<file path="src/rtl/cmos_pixel_capture.sv">
// -----------------------------------------------------------------------------
// cmos_pixel_capture
//
// Camera-side front end. Converts an OV-style DVP byte stream (vsync / href /
// 8-bit data, all in the pixel clock domain) into 16-bit RGB565 pixels that
// carry start-of-frame / end-of-frame markers. The SDRAM frame-buffer write
// port consumes these pixels. After the camera is configured, the block
// discards a number of settling frames. It also flags frames that end early.
//
// Parameters
//   H_PIX        active pixels per line; any further pixels in a line are dropped
//   V_PIX        active lines per frame; any further lines are dropped
//   SKIP_FRAMES  whole frames discarded after enable rises, before capture starts
//
// Ports
//   clk        in   pixel clock (camera pclk after the I/O buffer)
//   rst_n      in   asynchronous active-low reset
//   enable     in   camera configuration done (level); low forces IDLE
//   vsync      in   frame sync, active high, pulses at the start of each frame
//   href       in   line valid, active high
//   din[7:0]   in   camera byte: high byte of the RGB565 word first, then the low byte
//   dout[15:0] out  RGB565 pixel
//   dout_vld   out  one-cycle strobe per pixel (no backpressure)
//   dout_sop   out  with dout_vld: pixel (0,0) of the frame
//   dout_eop   out  with dout_vld: pixel (H_PIX-1,V_PIX-1) of the frame
//   frame_err  out  one-cycle pulse: new vsync arrived before the current frame's eop
//
// Build option
//   CAP_TEST_PATTERN_EN  when defined, dout carries 8 vertical colour bars
//                        (bar = x / (H_PIX/8)) in place of camera data. Timing
//                        and all strobes stay unchanged, and din is ignored.
// -----------------------------------------------------------------------------
module cmos_pixel_capture #(
   parameter int H_PIX       = 1280,
   parameter int V_PIX       = 720,
   parameter int SKIP_FRAMES = 10
) (
   input  logic        clk,
   input  logic        rst_n,
   input  logic        enable,
   input  logic        vsync,
   input  logic        href,
   input  logic [7:0]  din,
   output logic [15:0] dout,
   output logic        dout_vld,
   output logic        dout_sop,
   output logic        dout_eop,
   output logic        frame_err
);

   localparam int XW = $clog2(H_PIX + 1);
   localparam int YW = $clog2(V_PIX + 1);
   localparam int SW = (SKIP_FRAMES > 0) ? $clog2(SKIP_FRAMES + 1) : 1;

   localparam logic [XW-1:0] X_LIM  = XW'(H_PIX);
   localparam logic [XW-1:0] X_LAST = XW'(H_PIX - 1);
   localparam logic [YW-1:0] Y_LIM  = YW'(V_PIX);
   localparam logic [YW-1:0] Y_LAST = YW'(V_PIX - 1);
   localparam logic [SW-1:0] SKIP_LAST = SW'(SKIP_FRAMES);

`ifdef CAP_TEST_PATTERN_EN
   // Guard against H_PIX < 8 so that the bar width never becomes zero.
   localparam logic [XW-1:0] X_BAR_DIV = XW'((H_PIX >= 8) ? (H_PIX / 8) : 1);

   // Colour of each of the 8 vertical bars, from left to right.
   function automatic logic [15:0] bar_colour(input logic [2:0] bar);
      logic [15:0] c;
      case (bar)
         3'd0:    c = 16'hFFFF;
         3'd1:    c = 16'hFFE0;
         3'd2:    c = 16'h07FF;
         3'd3:    c = 16'h07E0;
         3'd4:    c = 16'hF81F;
         3'd5:    c = 16'hF800;
         3'd6:    c = 16'h001F;
         default: c = 16'h0000;
      endcase
      return c;
   endfunction
`endif

   typedef enum logic [1:0] {
      ST_IDLE = 2'd0,
      ST_SKIP = 2'd1,
      ST_CAPT = 2'd2
   } state_t;

   state_t state_q, state_d;

   // Input stage registers
   logic          vs_r1_q, vs_r1_d;
   logic          vs_r2_q, vs_r2_d;
   logic          href_r_q, href_r_d;
   logic          href_d1_q, href_d1_d;
   logic [7:0]    din_r_q, din_r_d;

   // Capture datapath registers
   logic [SW-1:0] skip_cnt_q, skip_cnt_d;
   logic          phase_q, phase_d;
   logic [7:0]    hi_q, hi_d;
   logic [XW-1:0] x_q, x_d;
   logic [YW-1:0] y_q, y_d;
   logic          sop_seen_q, sop_seen_d;

   // Output registers
   logic [15:0]   dout_q, dout_d;
   logic          dout_vld_q, dout_vld_d;
   logic          dout_sop_q, dout_sop_d;
   logic          dout_eop_q, dout_eop_d;
   logic          frame_err_q, frame_err_d;

   // Decoded events
   logic          vs_rise;
   logic          href_fall;
   logic          in_capt;
   logic          pix_stb;
   logic          in_window;
   logic          emit;
   logic          is_sop;
   logic          is_eop;
   logic [15:0]   pix_val;
`ifdef CAP_TEST_PATTERN_EN
   logic [XW-1:0] bar_idx;
   logic [2:0]    bar_sel;
`endif

   // Input stage: register the pins once and build the edge detectors
   always_comb begin
      vs_r1_d   = vsync;
      vs_r2_d   = vs_r1_q;
      href_r_d  = href;
      href_d1_d = href_r_q;
      din_r_d   = din;

      vs_rise   = vs_r1_q & ~vs_r2_q;
      href_fall = href_d1_q & ~href_r_q;
   end

   // Pixel strobe, window test and frame-marker decode
   always_comb begin
      // A falling enable stops pixel output in that same cycle. Pixel output
      // does not wait for the state to reach IDLE.
      in_capt   = (state_q == ST_CAPT) & enable;
      // Phase 1 means din_r holds the low byte and hi_q holds the high byte.
      pix_stb   = in_capt & href_r_q & phase_q;
      in_window = (x_q < X_LIM) & (y_q < Y_LIM);
      emit      = pix_stb & in_window;
      is_sop    = emit & (x_q == '0) & (y_q == '0);
      is_eop    = emit & (x_q == X_LAST) & (y_q == Y_LAST);
   end

   // Pixel value: camera pair or colour-bar test pattern
`ifdef CAP_TEST_PATTERN_EN
   always_comb begin
      bar_idx = x_q / X_BAR_DIV;
      if (bar_idx > XW'(7)) begin
         bar_sel = 3'd7;
      end else begin
         bar_sel = bar_idx[2:0];
      end
      pix_val = bar_colour(bar_sel);
   end
`else
   always_comb begin
      pix_val = {hi_q, din_r_q};
   end
`endif

   // FSM next-state logic together with the counter, byte-phase and output next values
   always_comb begin
      state_d     = state_q;
      skip_cnt_d  = skip_cnt_q;
      phase_d     = phase_q;
      hi_d        = hi_q;
      x_d         = x_q;
      y_d         = y_q;
      sop_seen_d  = sop_seen_q;
      dout_d      = dout_q;
      dout_vld_d  = 1'b0;
      dout_sop_d  = 1'b0;
      dout_eop_d  = 1'b0;
      frame_err_d = 1'b0;

      case (state_q)
         ST_IDLE: begin
            if (enable) begin
               state_d    = ST_SKIP;
               skip_cnt_d = '0;
            end else begin
               state_d    = ST_IDLE;
            end
         end
         ST_SKIP: begin
            if (vs_rise) begin
               if (skip_cnt_q == SKIP_LAST) begin
                  // This vsync opens the first captured frame. A frame_err
                  // is not possible here.
                  state_d    = ST_CAPT;
                  x_d        = '0;
                  y_d        = '0;
                  phase_d    = 1'b0;
                  sop_seen_d = 1'b0;
               end else begin
                  skip_cnt_d = skip_cnt_q + SW'(1);
               end
            end else begin
               state_d = ST_SKIP;
            end
         end
         ST_CAPT: begin
            state_d = ST_CAPT;
         end
         default: begin
            state_d = ST_IDLE;
         end
      endcase

      if (in_capt) begin
         // The byte phase runs only while href is high. A low href between
         // lines realigns the phase, which drops an odd trailing byte.
         if (href_r_q) begin
            phase_d = ~phase_q;
         end else begin
            phase_d = 1'b0;
         end

         if (href_r_q & ~phase_q) begin
            hi_d = din_r_q;
         end else begin
            hi_d = hi_q;
         end

         // x saturates at H_PIX, so any extra pixels in a line are dropped.
         // A line end clears x. It advances y only if the line held pixels.
         if (pix_stb) begin
            if (x_q < X_LIM) begin
               x_d = x_q + XW'(1);
            end else begin
               x_d = x_q;
            end
         end else if (href_fall) begin
            x_d = '0;
            if ((x_q != '0) && (y_q < Y_LIM)) begin
               y_d = y_q + YW'(1);
            end else begin
               y_d = y_q;
            end
         end else begin
            x_d = x_q;
         end

         if (emit) begin
            dout_d     = pix_val;
            dout_vld_d = 1'b1;
            dout_sop_d = is_sop;
            dout_eop_d = is_eop;
         end else begin
            dout_d     = dout_q;
         end

         if (is_eop) begin
            sop_seen_d = 1'b0;
         end else if (is_sop) begin
            sop_seen_d = 1'b1;
         end else begin
            sop_seen_d = sop_seen_q;
         end

         // A new frame is starting. Any pixel strobed in this cycle has
         // already used the old counters above, so the clear can override them.
         if (vs_rise) begin
            frame_err_d = (sop_seen_q | is_sop) & ~is_eop;
            x_d         = '0;
            y_d         = '0;
            phase_d     = 1'b0;
            sop_seen_d  = 1'b0;
         end else begin
            frame_err_d = 1'b0;
         end
      end else begin
         frame_err_d = 1'b0;
      end

      // Dropping the configuration-done level abandons everything.
      if (!enable) begin
         state_d    = ST_IDLE;
         skip_cnt_d = '0;
         phase_d    = 1'b0;
         x_d        = '0;
         y_d        = '0;
         sop_seen_d = 1'b0;
      end else begin
         sop_seen_d = sop_seen_d;
      end
   end

   // FSM state register
   always_ff @(posedge clk or negedge rst_n) begin
      if (!rst_n) begin
         state_q <= ST_IDLE;
      end else begin
         state_q <= state_d;
      end
   end

   // Input stage registers
   always_ff @(posedge clk or negedge rst_n) begin
      if (!rst_n) begin
         vs_r1_q   <= 1'b0;
         vs_r2_q   <= 1'b0;
         href_r_q  <= 1'b0;
         href_d1_q <= 1'b0;
         din_r_q   <= 8'h00;
      end else begin
         vs_r1_q   <= vs_r1_d;
         vs_r2_q   <= vs_r2_d;
         href_r_q  <= href_r_d;
         href_d1_q <= href_d1_d;
         din_r_q   <= din_r_d;
      end
   end

   // Capture datapath registers: skip count, byte phase, counters
   always_ff @(posedge clk or negedge rst_n) begin
      if (!rst_n) begin
         skip_cnt_q <= '0;
         phase_q    <= 1'b0;
         hi_q       <= 8'h00;
         x_q        <= '0;
         y_q        <= '0;
         sop_seen_q <= 1'b0;
      end else begin
         skip_cnt_q <= skip_cnt_d;
         phase_q    <= phase_d;
         hi_q       <= hi_d;
         x_q        <= x_d;
         y_q        <= y_d;
         sop_seen_q <= sop_seen_d;
      end
   end

   // Output registers
   always_ff @(posedge clk or negedge rst_n) begin
      if (!rst_n) begin
         dout_q      <= 16'h0000;
         dout_vld_q  <= 1'b0;
         dout_sop_q  <= 1'b0;
         dout_eop_q  <= 1'b0;
         frame_err_q <= 1'b0;
      end else begin
         dout_q      <= dout_d;
         dout_vld_q  <= dout_vld_d;
         dout_sop_q  <= dout_sop_d;
         dout_eop_q  <= dout_eop_d;
         frame_err_q <= frame_err_d;
      end
   end

   assign dout      = dout_q;
   assign dout_vld  = dout_vld_q;
   assign dout_sop  = dout_sop_q;
   assign dout_eop  = dout_eop_q;
   assign frame_err = frame_err_q;

endmodule
</file>
<file path="config.mk">
export PLATFORM = sky130hd
export DESIGN_NAME = cmos_pixel_capture
export DESIGN_NICKNAME = d
export VERILOG_FILES = /design/src/rtl/cmos_pixel_capture.sv
export SDC_FILE = /design/constraint.sdc
export NUM_CORES = 1
export LEC_CHECK = 0
export ABC_AREA = 0
export CAP_MARGIN = 10
export CORE_UTILIZATION = 35
export DETAILED_ROUTE_END_ITERATION = 12
export HOLD_SLACK_MARGIN = 0.08
export SYNTH_ARGS = -nofsm -noshare
export SYNTH_HDL_FRONTEND = slang
export SYNTH_SLANG_ARGS = --single-unit
</file>
<file path="constraint.sdc">
create_clock -name clk -period 1.7 [get_ports clk]
set_input_delay 0.17 -clock clk [delete_from_list [all_inputs] [get_ports clk]]
set_output_delay 0.17 -clock clk [all_outputs]
set_load 0.05 [all_outputs]
</file>
Word-level counts from Yosys, hierarchy flattened
Index checks and enable logic that the tools add are counted.

$add $sub $neg: 3. $lt $le $gt $ge: 2. Equal/unequal tests: 16. Mux-type cells: 46. Bitwise operators: 18. Reduce and logical (&&, ||, !) cells: 11.

Operators by type and width (count): $mux 11 (9); $mux 10 (9); $mux 1 (20); $and 1x1->1 (13); $mux 4 (3); $ne 3x1->1 const B (4); $add 11x1->11 const B (1); $eq 11x11->1 const B (1); $logic_not 11->1 (1); $lt 11x11->1 const B (1); $reduce_bool 11->1 (1); $add 10x1->10 const B (1); $eq 10x10->1 const B (1); $logic_not 10->1 (1); $lt 10x10->1 const B (1); $ne 4x1->1 const B (2); $pmux 4 s2 (1); $mux 2 (3); $ne 3x3->1 const B (2); $ne 6x4->1 const B (1); $pmux 2 s3 (1); $reduce_and 3->1 (2); $reduce_and 5->1 (1); $add 4x1->4 const B (1); other kinds (11) (15).

Register bits after elaboration: 69. Bits of input ports: 13. Output and inout bits: 20. Logic and storage cells: 113.

Depth between registers and ports, before layout
Gate-level depths: netlist (run 1).

Depth in word-level cells: 12. Mapped depth: 8. Gate-level depth less buffers: 7.

Least setup slack after synthesis (run 1)
Ideal clock, no wire load.

Path kind: register -> register. Start point: register state_q[0]. End point: register x_q[7]. Library setup time: 0.092 ns. Arrival: 1.711 ns. Path slack: -0.103 ns. Cell stages (with the launch flop): 8. Clock period less this slack: 1.803 ns. Cells stage by stage: dfrtp_1 -> buf_6 -> nand3b_4 -> or3_1 -> buf_2 -> or2_0 -> buf_6 -> o31ai_2.

Word-level cells in the longest chain between the ends: 8. Elaborated cells between the ends (all ways): 15.

Ends and longest elaborated chain: from (decl) (line 88) `state_t state_q, state_d;`; from (signal assigned) (line 302) `state_q <= state_d;`; $eq 2x2->1 (line 143) `in_capt = (state_q == ST_CAPT) & enable;`; $and 1x1->1 (line 143); $and 1x1->1 (2 in series) (line 145) `pix_stb = in_capt & href_r_q & phase_q;`; $mux 11 (line 235) `if (pix_stb) begin`; $mux 11 (line 271) `if (vs_rise) begin`; $mux 11 (line 218) `if (in_capt) begin`; $mux 11 (line 285) `if (!enable) begin`; to (signal assigned) (line 329) `x_q <= '0;`; to (signal assigned) (line 336) `x_q <= x_d;`; to (decl) (line 101) `logic [XW-1:0] x_q, x_d;`.

Parallel ways exist; a longest one is shown, timed or not. A chain may end at the register's enable or synchronous reset.

Worst setup path after layout (run 1)
Start point: register skip_cnt_q[0]. End point: register x_q[4].

Word-level cells in the longest chain between the ends: 3.

Ends and longest elaborated chain: from (decl) (line 98) `logic [SW-1:0] skip_cnt_q, skip_cnt_d;`; from (signal assigned) (line 333) `skip_cnt_q <= skip_cnt_d;`; $eq 4x4->1 (line 195) `if (skip_cnt_q == SKIP_LAST) begin`; $ne 3x1->1 (no line); $reduce_and 5->1 (no line).

No other way between the ends.

==> run summary, run 1 <==
The post-route netlist has between 30% and 40% of its cells at a drive strength greater than 1. Setup violations remaining at the end of the flow were counted as 8. The floorplan core area is between 8000 and 9000 um2. The prevailing post-synth register cell is dfrtp_1.

The slowest cell on the critical path is dfrtp_1. The cell sitting at the root of the clock tree is a clkbuf_8. The overall die area is 9655 um2. For the final routed database, the setup TNS stands at -521.7 ps. IR analysis of the VDD net gives a maximum drop of 0.4132 mV. The clock slew seen by the registers of the worst setup and hold paths came out at 80 ps. The worst clock skew is 7.619 ps. The total via count in the routed design is 2661. The delay of the slowest cell on the worst path is approximately 400 ps. The number of clock sinks is 69.

Based on the critical path, the design can be clocked at up to 554.0 MHz. In the global route stage, overall resource usage came out at between 15 and 20%. The clock insertion delay at the later pin of the skew report is ~340 ps.

The total number of yosys warnings is 0. After detailed routing, the average wire length per cell comes to 14.98 um. The average cell area after synthesis is between 10 and 15 um2. The initial core utilization came out at 36.65%.

The HPWL after detailed placement is approximately 5.1 mm. The tightest hold path in the finished design has a slack of between 200 and 300 ps. The buffer levels on the longest clock path came out at 2.

The cell leakage power is 2.481 nW. The post-layout net count is ~400. After synthesis the netlist holds a flip-flop and latch count of 69. The path class of the tightest hold or removal check is in2reg. The routed design could run at a clock period as short as ~1800 ps. The die is roughly 98 um wide. The area added between synthesis and finish is 44.91%. The number of buffers inserted during clock tree synthesis is 9. Wires add up to around 7.6 mm. The remaining antenna violation count after routing came out at 0. The type of the setup path with the least slack is reg2reg. The floorplan has 34 rows. Setup repair after global routing could not meet its margin everywhere.

The H-tree was split into 3 levels. The number of instances in the synthesized netlist is between 200 and 300. The total overflow left after global routing is 0. The required time reported for the critical path endpoint is around 2000 ps. The count of port buffers added during placement is 32. The unique cell type count in the Yosys netlist came out at 56. For the worst setup path, the data arrival time is 2060 ps.

The vias per cell came out at around 5.3. The synthesized net count came out at slightly above 300. The first-pass GRT wire length is 12.23 mm. The post-route total power is approximately 3.4 mW.

The final max-slew violation count is 0. The fraction of the core area covered by cells at the end of the flow came out at a little over half. The run finished, with violations left. The sequential fraction of the synthesis area is a little over half.

The slew of the pin with the lowest slew margin came out at slightly above 500 ps. The endpoint type of the worst setup path is a register. The cell class contributing the biggest share of worst-path delay is compound AO/OA/AOI/OAI gates. The initial antenna violation count came out at 0. The total power divided by cell area came out at 726.9 nW/um2. After the first detailed-routing iteration, the DRC count stood at 119. The count of unresolved DRC violations after routing is 2. Pin placement for this block handled 33 I/O pins. The number of enable flip-flop cells after synthesis is 0. In this run, placement finished with an instance count of 479. The final reports fail on DRC, setup timing.

The pin count of the biggest net entering global routing is 51. The via count of the first global-routing pass came to ~2600. The fraction of the cycle the final worst path needs came out at 106.2%. In this run the vertical extent of the chip is around 100 um. The relative slew slack is roughly 66%. The critical path startpoint category is a register.

The final cell count without fillers is around 500. The worst setup slack after layout is -105.0 ps. The global placer's final weighted congestion came out at approximately 0.95.

The first-pass iteration count of the detailed router came out at 8. The antenna cell count is 0. TritonCTS built the clock tree.

The fraction of synthesis flops using an asynchronous set or reset pin is 100.0%. The count of buffer and inverter cells on the critical path came out at 2. The maximum fanout count along the critical path is 5. The final-report hold violation count is 0. The total of max-cap violations came out at 0. The critical path goes through inv_2 > ha_4 > nand3b_1 > o21ai_2 > o32ai_2 > or2_1 > buf_6 > o31ai_2. In this run the cell area of the synthesized design comes to between 3000 and 4000 um2.
metal layers:
metal,GRT usage [%],share of wire (%)
met1,21.05,46
met5,0,0
met3,4.366,3.6
met2,25.95,49
met4,5.511,1.2
final timing paths:
check / endpoint / cells past startpoint / start / slack, ps
worst max-delay path: x_q[4]$_DFFE_PN0P_ / 8 / skip_cnt_q[0]$_DFFE_PN0P_ / -100
worst min-delay path: din_r_q[6]$_DFF_PN0_ / 1 / din[6] / 260
worst min register to register: vs_r2_q$_DFF_PN0_ / 0 / vs_r1_q$_DFF_PN0_ / 490
max in group asynchronous: state_q[0]$_DFFE_PN0P_ / 3 / rst_n / 1110
worst max register to register: x_q[4]$_DFFE_PN0P_ / 8 / skip_cnt_q[0]$_DFFE_PN0P_ / -100
min in group asynchronous: din_r_q[1]$_DFF_PN0_ / 3 / rst_n / 340
synthesized netlist by cell type, types with 3 or more instances:
cell type  number  share of area, %
nand4_1         4              0.77
nand2b_1        7               1.4
clkbuf_1        6              0.69
nand3_1        17               2.6
o21ai_1        15               2.3
a21o_1          3              0.69
inv_1           8              0.93
mux2_1         16               5.6
o31ai_1         7               1.6
nor2_1         15               1.7
buf_2           4              0.62
ha_1            6               2.3
and3_1          8               1.5
nor2b_1         4              0.77
a31oi_1         5              0.96
o31ai_2         3               1.2
nor3_1          3              0.46
mux2_2         10               3.5
nand2_1        17               2.0
o21ai_0        11               1.7
dfrtp_1        69                53
a21oi_1         7               1.1
area by class of cell:
class / instances / area (um2)
Clock inverter: 7 / 105.1
Inverter: 9 / 33.78
Clock buffer: 9 / 123.9
Sequential cell: 69 / 1728
Fill cell: 780 / 4149
Multi-Input combinational cell: 200 / 1657
Tap cell: 108 / 135.1
Timing Repair Buffer: 102 / 917.1
power by group:
| part | internal, mW | leakage [nW] | switching (mW) |
|---|---|---|---|
| sequential | 1.66 | 0.931 | 0.0189 |
| clock | 0.849 | 0.112 | 0.686 |
| combinational | 0.0963 | 1.44 | 0.101 |
| total | 2.61 | 2.48 | 0.806 |
stage by stage:
stage	setup WS, ps	cell area (um2)
after floorplan	-83.44	3264
after global placement	-225.1	4118
after detailed placement	-278.9	4118
after CTS	-62.36	4481
after global routing	-194.2	4700
final	-105.0	4700
cell usage in the layout (no fill, tap or decap), types with 5 or more instances in the layout:
| master | instances |
|---|---|
| o31ai_2 | 6 |
| mux2_2 | 9 |
| buf_4 | 62 |
| dfrtp_1 | 68 |
| nor2_1 | 14 |
| buf_6 | 6 |
| nand2b_1 | 6 |
| a31oi_1 | 5 |
| dlymetal6s2s_1 | 14 |
| nand3_1 | 14 |
| clkbuf_8 | 9 |
| and3_1 | 7 |
| a21oi_1 | 6 |
| mux2_4 | 15 |
| nand2_1 | 15 |
| clkdlybuf4s50_1 | 14 |
| o21ai_1 | 15 |
| inv_1 | 7 |
| o21ai_0 | 8 |
worst reg2reg max path, cell delays in order, from the launching register on:
cell and delay, ps:
dfrtp_1 400, inv_2 80, ha_4 130, nand3b_1 160, o21ai_2 210, o32ai_2 110
or2_1 260, buf_6 150, o31ai_2 230
state kept, by name, indices dropped and copies added, names as in the netlist, 2 cells and up:
name / count
hi_q: 8
y_q: 10
dout: 16
din_r_q: 8
state_q: 2
x_q: 11
skip_cnt_q: 4
what timing repair did:
action | CTS | global route
endpoints found under the hold margin | 69 | 0
buffers inserted | 2 | 6
pin swaps | 14 | 6
gates resized for setup | 23 | 52
gates cloned | 1 | 0
hold buffers | 1 | 0
endpoints found under the setup margin | 18 | 58
kinds of logic after synthesis:
kind of cell | count (synthesis) | share of synthesized area, %
compound gates | 70 | 14.66
fa+ha+maj | 6 | 2.315
buf+inv | 22 | 3.163
flops | 69 | 53.24
mux | 27 | 9.336
simple gates | 97 | 17.28
(Power assumes the default switching activity.)
==> inputs of run 2 (changes only) <==
--- a/config.mk
+++ b/config.mk
@@ -7,9 +7,13 @@
 export LEC_CHECK = 0
 export ABC_AREA = 0
 export CAP_MARGIN = 10
-export CORE_UTILIZATION = 35
+export CELL_PAD_IN_SITES_DETAIL_PLACEMENT = 1
+export CELL_PAD_IN_SITES_GLOBAL_PLACEMENT = 2
+export CORE_ASPECT_RATIO = 0.5
+export CORE_UTILIZATION = 34
 export DETAILED_ROUTE_END_ITERATION = 12
 export HOLD_SLACK_MARGIN = 0.08
+export PLACE_DENSITY_LB_ADDON = 0.1
 export SYNTH_ARGS = -nofsm -noshare
 export SYNTH_HDL_FRONTEND = slang
 export SYNTH_SLANG_ARGS = --single-unit
==> run 2 against run 1 <==
Compared with the run above:
- the run ends with setup timing left
- critical path depth unchanged
- clock power up 36%
- register-to-register slack barely moved
- die area is 3.1% higher
- sequential share of layout area shrank 1.8 points
==> run summary, run 2 (synthesis results as in run 1) <==
Result of the run: finished with violations (unchanged). Violations in the final reports: setup timing (was DRC, setup timing). The final max-slew violation count is 0 (unchanged). The final-report hold violation count was 0 (unchanged). The slowest cell on the critical path is dfrtp_1 (unchanged). The terminating pin of the worst hold path is din_r_q[0]$_DFF_PN0_ (was din_r_q[6]$_DFF_PN0_).

The worst reg-to-reg path cell count was 8 (unchanged). The critical path startpoint category is a register (unchanged). The slew of the pin with the lowest slew margin is 529.7 ps (was 513.9 ps).

The endpoint type of the worst setup path is a register (unchanged). The first-pass iteration count of the detailed router is 6 (was 8). The die boundary width is 140.1 um (was 98.26 um).

The count of port buffers added during placement came out at 32 (unchanged). The type of the setup path with the least slack is reg2reg (unchanged). The hold path startpoint was din[0] (was din[6]). RSZ-0062 raised after global routing: yes (unchanged). The pin count of the biggest net entering global routing was 70 (was 51).

The initial core utilization is 36.12% (was 36.65%). The buffer levels on the longest clock path came out at 2 (unchanged). The source of the worst register-to-register timing path is skip_cnt_q[0]$_DFFE_PN0P_ (unchanged). The overall die area came to 9957 um2 (was 9655 um2). The fraction of the cycle the final worst path needs is 106.2% (about the same). The floorplan core area came out at 8979 um2 (was 8848 um2).

The area added between synthesis and finish is 52.28% (was 44.91%). The library cell used as clock root buffer was clkbuf_16 (was clkbuf_8). The clock slew seen by the registers of the worst setup and hold paths was 60 ps (was 80 ps). The floorplan die height came out at 71.06 um (was 98.26 um). The time the worst path needs with I/O delays and setup came out at 1806 ps (was 1805 ps). The number of cells on the worst hold path came out at 1 (unchanged). The required time reported for the critical path endpoint came out at 1950 ps (about the same). The remaining antenna violation count after routing came to 0 (unchanged).

The number of H-tree levels is 3 (unchanged). The total overflow reported by the global router came out at 0 (unchanged). The via count of the first global-routing pass came out at 2833 (was 2567). The cell leakage power is 2.533 nW (was 2.481 nW). The total via count in the routed design came to 2679 (was 2661). The post-route total power was 3.984 mW (was 3.416 mW). The register-to-register setup slack is -110 ps (was -100 ps). The count of boundary I/O pins is 33 (unchanged).

The class of the most critical hold timing path was in2reg (unchanged). The CTS tree is yes (unchanged). The number of clock sinks came out at 69 (unchanged). The routed length per placed instance came out at 17.93 um (was 14.98 um). The most frequent standard cell in the layout excluding fill and tap cells is dfrtp_1 (unchanged).

Cell-by-cell trace of the critical path: inv_2 > ha_4 > nand3b_1 > o21ai_2 > o32ai_2 > or2_1 > buf_6 > o41ai_2 (was inv_2 > ha_4 > nand3b_1 > o21ai_2 > o32ai_2 > or2_1 > buf_6 > o31ai_2). The fraction of layout instances using a drive strength above 1 came to 39.70% (was 38.38%). The delay of the slowest cell on the worst path is 390 ps (was 400 ps). The start point of the critical path is skip_cnt_q[0]$_DFFE_PN0P_ (unchanged).

The number of buffers inserted during clock tree synthesis came to 9 (unchanged). The worst-case vdd ir drop is 0.5048 mV (was 0.4132 mV). The worst setup slack after layout is -105.6 ps (was -105.0 ps). The total power divided by cell area is 806.7 nW/um2 (was 726.9 nW/um2). The sum of net half-perimeters after detailed placement is 6.256 mm (was 5.104 mm). The clock insertion delay at the later pin of the skew report came out at 340 ps (about the same). The arrival time at the worst endpoint came out at 2050 ps (was 2060 ps). The worst clock skew is 5.430 ps (was 7.619 ps). The first-pass GRT wire length was 14.84 mm (was 12.23 mm).

The final wirelength came out at 9.235 mm (was 7.552 mm). The all-layer global routing usage is 19.80% (was 16.13%). The violation count after the first detailed-routing iteration is 78 (was 119). The count of unresolved DRC violations after routing came out at 0 (was 2). The maximum fanout count along the critical path came to 5 (unchanged).

The total of max-cap violations is 0 (unchanged). The vias per cell is 5.202 (was 5.280). The row count is 24 (was 34).

The number of setup violations in the final report was 15 (was 8). The relative slew slack is 64.83% (was 65.68%). Leading cell types in the layout, fill and taps excluded: dfrtp_1 (68), buf_4 (61), clkdlybuf4s50_1 (17) (was dfrtp_1 (68), buf_4 (62), nand2_1 (15), o21ai_1 (15), mux2_4 (15)). The fmax is 553.8 MHz (was 554.0 MHz).

The global placer's final weighted congestion is 0.8691 (was 0.9470). The end of the worst register-to-register path is x_q[6]$_DFFE_PN0P_ (was x_q[4]$_DFFE_PN0P_). The number of flip-flops in the largest register came to 16 (unchanged).

The post-layout net count is 412 (was 410). The antenna cell count is 0 (unchanged). The initial antenna violation count is 0 (unchanged).

The sum of negative setup slack came out at -889.6 ps (was -521.7 ps).
run 2: where the power goes:
| group | leakage [nW] | internal [mW] | total, mW | switching, mW |
|---|---|---|---|---|
| registers | 0.931 | 1.67 | 1.69 | 0.0176 |
| logic | 1.44 | 0.102 | 0.214 | 0.112 |
| clock network | 0.159 | 1.31 | 2.08 | 0.776 |
| total | 2.53 | 3.08 | 3.98 | 0.905 |
run 2: stage by stage:
step	setup slack [ps]	area, um2	util, %	cells	hold WS (ps)
5_1_grt	-175.7	4938	55.00	515	266.9
6_report	-105.6	4938	55.00	515	263.1
3_5_place_dp	-258.0	4134	46.04	488	228.2
3_3_place_gp	-258.9	4134	46.04	488	218.7
4_1_cts	-97.56	4682	52.15	510	255.4
2_1_floorplan	-83.44	3264	-	291	-125.6
run 2: critical path, delay by kind of cell (launching register included):
| family | cells | cell delay (ps) |
|---|---|---|
| buffers and inverters | 2 | 250 |
| flip-flops | 1 | 390 |
| AND/OR/NAND/NOR | 2 | 420 |
| AO/OA/AOI/OAI | 3 | 520 |
| adder cells (fa/ha/maj) | 1 | 130 |
run 2: worst max-delay path by stage:
stage / to / slack, ps / cells after the start
floorplan: x_q[7]$_DFFE_PN0P_ / -80 / 7
global placement: frame_err$_DFF_PN0_ / -260 / 6
detailed placement: x_q[4]$_DFFE_PN0P_ / -260 / 7
CTS: x_q[7]$_DFFE_PN0P_ / -100 / 8
global route: x_q[6]$_DFFE_PN0P_ / -180 / 8
finish: x_q[6]$_DFFE_PN0P_ / -110 / 8
run 2: layer usage:
layer / part of all wire [%] / GRT usage [%]
met1: 45 / 24.73
met2: 50 / 32.89
met3: 3.3 / 6.432
met4: 1.1 / 6.227
met5: 0 / 0
run 2: final cells by class:
cell class / instances / area [um2]
Timing Repair Buffer: 104 / 937.1
Multi-Input combinational cell: 200 / 1763
Inverter: 9 / 33.78
Clock buffer: 9 / 225.2
Sequential cell: 69 / 1728
Fill cell: 940 / 4040
Tap cell: 117 / 146.4
Clock inverter: 7 / 105.1
run 2: repair_timing:
item | 4_1_cts | 5_1_grt
buffers inserted | 5 | 6
gates resized for setup | 43 | 54
endpoints found under the setup margin | 29 | 59
cloned | 0 | 1
endpoints found under the hold margin | 69 | 0
hold buffers | 1 | 0
pin swaps | 14 | 28
